$ cat src/rtl/int_sub_rs.sv
// int_sub_rs: reservation station + result register for the int_sub unit.
// Holds SUB ops until operands arrive off the CDB, dispatches one per cycle.
//
// Ports:
//   clk, rst_n, flush         clocking, async reset, sync squash
//   iss_*                     issue request, free-entry tag, operands/tags
//   cdb_valid/tag/data        common data bus snoop
//   fu_a, fu_b / fu_res, fu_bout   operands to / result from int_sub
//   res_valid/ready/tag/data/bout  registered result toward CDB arbiter
//   busy                      per-entry occupied bitmap
module int_sub_rs #(
  parameter int XLEN    = 64,
  parameter int TAGW    = 4,
  parameter int NUM_RS  = 4,
  parameter int RS_BASE = 0
) (
  input  logic              clk,
  input  logic              rst_n,
  input  logic              flush,
  input  logic              iss_valid,
  output logic              iss_ready,
  output logic [TAGW-1:0]   iss_tag,
  input  logic [XLEN-1:0]   iss_vj,
  input  logic [TAGW-1:0]   iss_qj,
  input  logic              iss_qj_v,
  input  logic [XLEN-1:0]   iss_vk,
  input  logic [TAGW-1:0]   iss_qk,
  input  logic              iss_qk_v,
  input  logic              cdb_valid,
  input  logic [TAGW-1:0]   cdb_tag,
  input  logic [XLEN-1:0]   cdb_data,
  output logic [XLEN-1:0]   fu_a,
  output logic [XLEN-1:0]   fu_b,
  input  logic [XLEN-1:0]   fu_res,
  input  logic              fu_bout,
  output logic              res_valid,
  input  logic              res_ready,
  output logic [TAGW-1:0]   res_tag,
  output logic [XLEN-1:0]   res_data,
  output logic              res_bout,
  output logic [NUM_RS-1:0] busy
);

  localparam int IW = (NUM_RS > 1) ? $clog2(NUM_RS) : 1;

  logic [NUM_RS-1:0] wj_q;
  logic [NUM_RS-1:0] wk_q;
  logic [XLEN-1:0]   vj_q [NUM_RS];
  logic [XLEN-1:0]   vk_q [NUM_RS];
  logic [TAGW-1:0]   qj_q [NUM_RS];
  logic [TAGW-1:0]   qk_q [NUM_RS];

  logic [NUM_RS-1:0] rdy;
  logic [NUM_RS-1:0] iss_sel;
  logic [NUM_RS-1:0] disp_sel;
  logic [IW-1:0]     free_idx;
  logic [IW-1:0]     disp_idx;
  logic              disp_en;
  logic              iss_do;
  logic              byp_j;
  logic              byp_k;

  assign rdy = busy & ~wj_q & ~wk_q;

  // Descending scan so the last hit is the lowest index.
  always_comb begin
    free_idx = '0;
    disp_idx = '0;
    for (int i = NUM_RS - 1; i >= 0; i--) begin
      if (!busy[i]) free_idx = IW'(i);
      if (rdy[i])   disp_idx = IW'(i);
    end
  end

  assign iss_ready = ~&busy;
  assign iss_tag   = TAGW'(RS_BASE) + TAGW'(free_idx);
  assign iss_do    = iss_valid & iss_ready;
  assign disp_en   = (|rdy) & (~res_valid | res_ready);

  always_comb begin
    iss_sel  = '0;
    disp_sel = '0;
    for (int i = 0; i < NUM_RS; i++) begin
      iss_sel[i]  = iss_do & (free_idx == IW'(i));
      disp_sel[i] = disp_en & (disp_idx == IW'(i));
    end
  end

  assign fu_a = disp_en ? vj_q[disp_idx] : '0;
  assign fu_b = disp_en ? vk_q[disp_idx] : '0;

  // Operand arriving on the CDB in the issue cycle.
  assign byp_j = cdb_valid & iss_qj_v & (cdb_tag == iss_qj);
  assign byp_k = cdb_valid & iss_qk_v & (cdb_tag == iss_qk);

  always_ff @(posedge clk or negedge rst_n) begin
    if (!rst_n) begin
      busy <= '0;
      wj_q <= '0;
      wk_q <= '0;
      for (int i = 0; i < NUM_RS; i++) begin
        vj_q[i] <= '0;
        vk_q[i] <= '0;
        qj_q[i] <= '0;
        qk_q[i] <= '0;
      end
    end else if (flush) begin
      busy <= '0;
      wj_q <= '0;
      wk_q <= '0;
    end else begin
      for (int i = 0; i < NUM_RS; i++) begin
        if (busy[i] && wj_q[i] && cdb_valid
            && qj_q[i] == cdb_tag) begin
          vj_q[i] <= cdb_data;
          wj_q[i] <= 1'b0;
        end
        if (busy[i] && wk_q[i] && cdb_valid
            && qk_q[i] == cdb_tag) begin
          vk_q[i] <= cdb_data;
          wk_q[i] <= 1'b0;
        end
        if (disp_sel[i]) busy[i] <= 1'b0;
        // Only free entries are selected, so this never
        // collides with the wakeup or dispatch above.
        if (iss_sel[i]) begin
          busy[i] <= 1'b1;
          qj_q[i] <= iss_qj;
          qk_q[i] <= iss_qk;
          wj_q[i] <= iss_qj_v & ~byp_j;
          wk_q[i] <= iss_qk_v & ~byp_k;
          vj_q[i] <= byp_j ? cdb_data : iss_vj;
          vk_q[i] <= byp_k ? cdb_data : iss_vk;
        end
      end
    end
  end

  always_ff @(posedge clk or negedge rst_n) begin
    if (!rst_n) begin
      res_valid <= 1'b0;
      res_tag   <= '0;
      res_data  <= '0;
      res_bout  <= 1'b0;
    end else if (flush) begin
      res_valid <= 1'b0;
    end else if (disp_en) begin
      res_valid <= 1'b1;
      res_tag   <= TAGW'(RS_BASE) + TAGW'(disp_idx);
      res_data  <= fu_res;
      res_bout  <= fu_bout;
    end else if (res_ready) begin
      res_valid <= 1'b0;
    end
  end

endmodule

$ cat config.mk
export PLATFORM = sky130hd
export DESIGN_NAME = int_sub_rs
export DESIGN_NICKNAME = d
export VERILOG_FILES = /design/src/rtl/int_sub_rs.sv
export SDC_FILE = /design/constraint.sdc
export NUM_CORES = 2
export LEC_CHECK = 0
export ABC_AREA = 1
export BUFFER_PORTS_ARGS = -buffer_cell sky130_fd_sc_hd__buf_4
export CAP_MARGIN = 20
export CORE_UTILIZATION = 30
export CTS_CLUSTER_SIZE = 30
export DETAILED_ROUTE_END_ITERATION = 10
export PLACE_DENSITY = 0.53
export SKIP_LAST_GASP = 1
export SYNTH_ARGS = -nofsm -noshare
export SYNTH_HDL_FRONTEND = slang
export SYNTH_SLANG_ARGS = --single-unit
$ cat constraint.sdc
create_clock -name clk -period 2.1 [get_ports clk]
set_input_delay 0.42 -clock clk [delete_from_list [all_inputs] [get_ports clk]]
set_output_delay 0.42 -clock clk [all_outputs]
set_load 0.005 [all_outputs]
### Word level (Yosys, flattened, before mapping)

Cells that the tools add are included.

| word-level totals | value |
|---|---|
| word-level logic and storage cells | 202 |
| output and inout port bits | 207 |
| latch bits | 0 |
| bits of input ports | 277 |
| bits in writable memories | 0 |
| register bits after elaboration | 624 |
| memories | 0 |
| ROM bits | 0 |

| operators by class | value |
|---|---|
| shift operators | 0 |
| order comparisons | 1 |
| div/mod/pow operators | 0 |
| eq/ne operators | 16 |
| bitwise gates (word level) | 26 |
| $mul | 0 |
| multiplexer cells | 64 |
| $add $sub $neg | 0 |
| reductions and logical operators | 63 |

Operator list:

| kind | count |
|---|---|
| $mux W64 | 24 |
| $bmux W64 S2 | 2 |
| $eq A4 B4 Y1 | 10 |
| $reduce_bool A3 Y1 | 13 |
| $mux W1 | 27 |
| $reduce_and A2 Y1 | 13 |
| $logic_and A1 B1 Y1 | 24 |
| $and A1 B1 Y1 | 16 |
| $mux W2 | 8 |
| $reduce_bool A2 Y1 | 8 |
| $mux W4 | 3 |
| $and A4 B4 Y4 | 2 |
| $eq A2 B2 Y1 const B | 4 |
| $not A4 Y4 | 2 |
| $eq A2 B1 Y1 const B | 2 |
| $logic_not A2 Y1 | 2 |
| $not A1 Y1 | 4 |
| $reduce_and A4 Y1 | 1 |
| $reduce_or A4 Y1 | 1 |
| $ge A3 B3 Y1 const B | 1 |
| $not A2 Y3 | 1 |
| $logic_not A1 Y1 | 1 |
| $or A1 B1 Y1 | 1 |

### Depth between registers and ports, before layout

| depth | value |
|---|---|
| word-level depth | 12 |
| mapped depth | 13 |
| mapped depth without buffers | 11 |

### Worst setup path before layout

Ideal clock, no wire load.

| path | value |
|---|---|
| path kind | flip-flop to output port |
| from | register busy[1] |
| to | output fu_b[11] |
| buffers on the path | 2 |
| required time | 1.680 ns |
| slack | 0.087 ns |
| arrival time | 1.593 ns |
| stages on the path, launching flop included | 14 |
| cells stage by stage | dfrtp_1 -> inv_2 -> nor2_1 -> nand2_2 -> nand2_2 -> inv_2 -> buf_2 -> buf_1 -> nand3_1 -> nand2_1 -> inv_1 -> nand2_1 -> nand2_1 -> nand2_1 |

| between the ends | value |
|---|---|
| longest elaborated chain between the ends | 9 |
| elaborated cells between the ends (all ways) | 11 |
| classes of those cells | 6 x mux; 4 x bitwise; 1 x reduce/logical |

Ends and longest elaborated chain:

| element | RTL line | text |
|---|---|---|
| start, declared | 41 | `output logic [NUM_RS-1:0] busy` |
| start signal, assigned | 98 | `busy <= '0;` |
| start signal, assigned | 108 | `busy <= '0;` |
| start signal, assigned by index | 123 | `if (disp_sel[i]) busy[i] <= 1'b0;` |
| $and A4 B4 Y4 (*) (2 in series) | 63 | `assign rdy = busy & ~wj_q & ~wk_q;` |
| $mux W2 (2 in series) | 71 | `if (rdy[i]) disp_idx = IW'(i);` |
| $not A2 Y3 (not written as such) | 90 | `assign fu_b = disp_en ? vk_q[disp_idx] : '0;` |
| $bmux W64 S2 | 90 |  |
| $mux W64 (not written as such) (2 in series) | 90 |  |
| $mux W64 (*) | 90 |  |
| end, declared | 33 | `output logic [XLEN-1:0] fu_b,` |

Every way passes the cells marked *; elsewhere a longest branch is shown, timed or not. The select of a mux whose other input is x is not followed.

### Final worst setup path

| path | value |
|---|---|
| from | register wj_q[3] |
| to | output fu_a[24] |

| between the ends | value |
|---|---|
| longest elaborated chain between the ends | 12 |
| elaborated cells between the ends (all ways) | 14 |
| classes of those cells | 8 x mux; 5 x bitwise; 1 x reduce/logical |

Ends and longest elaborated chain:

| element | RTL line | text |
|---|---|---|
| start, declared | 46 | `logic [NUM_RS-1:0] wj_q;` |
| start signal, assigned by index | 130 | `wj_q[i] <= iss_qj_v & ~byp_j;` |
| $not A4 Y4 (*) | 63 |  |
| $and A4 B4 Y4 (*) (2 in series) | 63 |  |
| $mux W2 (4 in series) | 71 |  |
| $not A2 Y3 (not written as such) | 89 | `assign fu_a = disp_en ? vj_q[disp_idx] : '0;` |
| $bmux W64 S2 | 89 |  |
| $mux W64 (not written as such) (2 in series) | 89 |  |
| $mux W64 (*) | 89 |  |
| end, declared | 32 | `output logic [XLEN-1:0] fu_a,` |

Marked as above.

==> metrics <==
status finished with violations; failing checks negative setup slack; IO Port Bufs 479; I/O pins 484; via count 43950; vias in the first global route 42610; clock skew 0.03665 ns; CTS tree yes; Post-Synthesis Cells 5927; synthesized area 38370 sq um; Critical Path Start Type flip-flop; final number of hold-violating endpoints 0; dpl ws -0.2744 ns; Non-Filler Instances 8234; Setup crit start wj_q[3]; fin crit share 142.8%; chip height 359.6 microns; Slowest Stage Delay on Critical Path 0.42 ns; EDFF count, synth 0; row count 130; Main synth FF type dfrtp_1; Synth area leaders dfrtp_1, nand2_1, nand3_1; clock-pin slew on the worst setup and hold paths 0.06 ns; critical path class flip-flop to primary output; NumNets Final 6798; most numerous cell in the Yosys netlist nand2_1; crit path to fu_a[24]; DRC 0; adder-cell area share of the yosys netlist 0%; Initial Util 30.40%; Maximum Capacitance Violations 0; relative slew slack 56.98%; r2r setup slk -0.08 ns; Buf+Inv Stages, Crit Path 5; Seq/Total Area, Yosys 40.70%; Worst path depth 12; CP delay by family, top buffers and inverters; Post-synth top cells nand2_1, nand3_1, dfrtp_1; clk_lat worst skew 0.67 ns; VDD IR-drop max 0.0005616 V; r2r startpoint busy[1]; synthesis-to-layout area growth 37.88%; largest family of logic cells by synthesized area simple AND/OR/NAND/NOR gates; hold path cells 5; chip width 359.6 microns; Die ar. 129300 sq um; syn_area_per_cell 6.474 sq um; synthesis-stage register bit count 624; total congestion overflow 0; DP HPWL 124400 microns; path depth of the worst reg2reg path 11; WHS 0.1069 ns; CP required 1.68 ns; Critical Path End Type primary output; CTS Buf Count 81; Longest Clk Path Bufs 3; global-route wire length before repair 275600 microns; via/cell ratio 5.338; post-route ant nets 0; share of layout cells above drive strength 1 21.20%; Clk Tree Root Cell clkbuf_16; DRT iter0 DRCs 5233; min Tclk post-route 2.999 ns; FMAX 0.3335 GHz; crit path cell chain nor3_4 > nand2_4 > nor2_4 > buf_12 > buf_16 > buf_12 > buf_4 > nand2_4 > nand2_2 > nand2_2 > nand3_4 > buf_6; Cells after DPL 7963; Ys Warns 0; GRT Overall Usage 27.89%; RSZ-0062 raised after global routing true; post-synthesis mux area share 0%; leading area contributor after synthesis dfrtp_1; Final Max Tran Viols 0; routability congestion estimate from global placement 0.9147; fraction of synthesized cell area in xor and xnor cells 0.6163%; worst-path fanout max 8; drt first pass iters 6; leakage 29.65 nW; Setup WS post-layout -0.8986 ns; Synth async-reset ratio 100.0%; Core Area 126200 sq um; pwr dens 903.3 nW/um^2; largest net degree at the start of global routing 76; WL/cell 22.64 microns; Hold/Removal Path Class primary input to flip-flop; slowest CP cell dfrtp_1; compound-gate portion of the synthesized area 0.7728%; Worst-Margin Slew 0.6453 ns; drt total wl 186400 microns; top cell type's share of synthesized area 40.70%; H-tree levels 3; Worst EP arrival 2.58 ns; initial antenna violation count 11; r2r endpoint vk_q[2]; # clock sinks 624; Final Total Pwr 0.04779 W; Synth cell types 31; simple logic cell fraction of the synthesized area 48.39%; Final setup viols 240
flip-flops by register name (all words and copies together), names as in the netlist:
name,flops
vj_q,256
res_valid,1
res_data,64
busy,4
res_tag,2
qk_q,16
wk_q,4
wj_q,4
res_bout,1
qj_q,16
vk_q,256
per-stage QoR:
stage	util [%]	TNS [ns]	area, sq um
finish	41.91	-109.82	52900
global route	41.91	-153.44	52900
CTS	41.25	-111.01	52070
detailed placement	36.99	-62.68	46690
global placement	36.99	-61.62	46690
floorplan	-	0	38380
kinds of logic after synthesis:
kind of cell	count (synthesis)
AOI/OAI and AO/OA	56
xor gates and xnor gates	27
buffers and inverters	869
DFF	624
other	1
and+or+nand+nor	4350
routing by layer:
metal  up-vias  part of all wire (%)  track usage [%]
li1      20120                     -                -
met1     21060                    41            36.67
met2      2271                    45            44.35
met3       500                   8.5            4.637
met4         4                   5.2            13.48
met5         -                 0.011          0.07399
worst min path at each step:
stage	slack [ns]	endpoint	start
finish	0.11	vj_q[24]	cdb_data[24]
detailed placement	0.37	vj_q[9]	rst_n
floorplan	0.12	busy[0]	rst_n
CTS	0.06	vj_q[50]	cdb_data[50]
global route	0.1	res_valid	flush
global placement	0.37	vj_q[9]	rst_n
cell type report:
cell class,instances,area (sq um)
multi-input combinational,4438,20700
inverter,442,1707
clock inverter,27,407.9
timing repair buffer,933,10000
timing repair inverter,1,16.27
tap,1650,2064
sequential,624,15620
clock buffer,112,2377
antenna,7,17.52
fill,13150,73320
placed cells by master (no fill, tap or decap), types with 3 or more instances in the layout:
master and instances:
o21ai_1 7, dfrtp_1 624, bufinv_16 11, buf_12 165, nand2_4 79, nand4_1 105, nand2_2 114, buf_16 12
nor2_4 10, xor2_1 20, xnor2_1 7, buf_8 6, nor2_1 21, clkbuf_1 11, dlygate4sd3_1 66, clkbuf_16 92
bufbuf_16 5, nand3_2 77, nand2_1 2505, a21oi_1 6, diode_2 7, inv_2 80, o21ai_0 37, clkbuf_8 17
conb_1 4, inv_4 6, inv_1 353, nand3_1 1411, nand3_4 14, clkinv_2 13, nand2_8 6, buf_4 613
buf_6 58, clkinvlp_4 3
repair_timing:
action,in CTS,in global routing
hold endpoints to repair,100,0
resized for setup,315,217
setup endpoints to repair,204,430
buffers inserted,31,9
hold buffers,66,0
gates cloned,17,9
pin swaps,45,54
worst register-to-register path, cell delays in order, from the launching register on:
cell,delay [ns]
dfrtp_1,0.35
buf_4,0.11
buf_4,0.16
nand2_1,0.10
nor2_1,0.12
inv_2,0.10
nor2_4,0.31
nand2_4,0.21
nand2_4,0.22
buf_12,0.24
nand2_1,0.10
nand2_1,0.06
power by group:
group          leakage [nW]  switching, W  internal [W]
registers              8.05       0.00216        0.0156
logic                  20.2       0.00849       0.00660
clock network          1.37       0.00584       0.00908
total                  29.7        0.0165        0.0313
No activity file was read; power rests on OpenSTA's default activity.
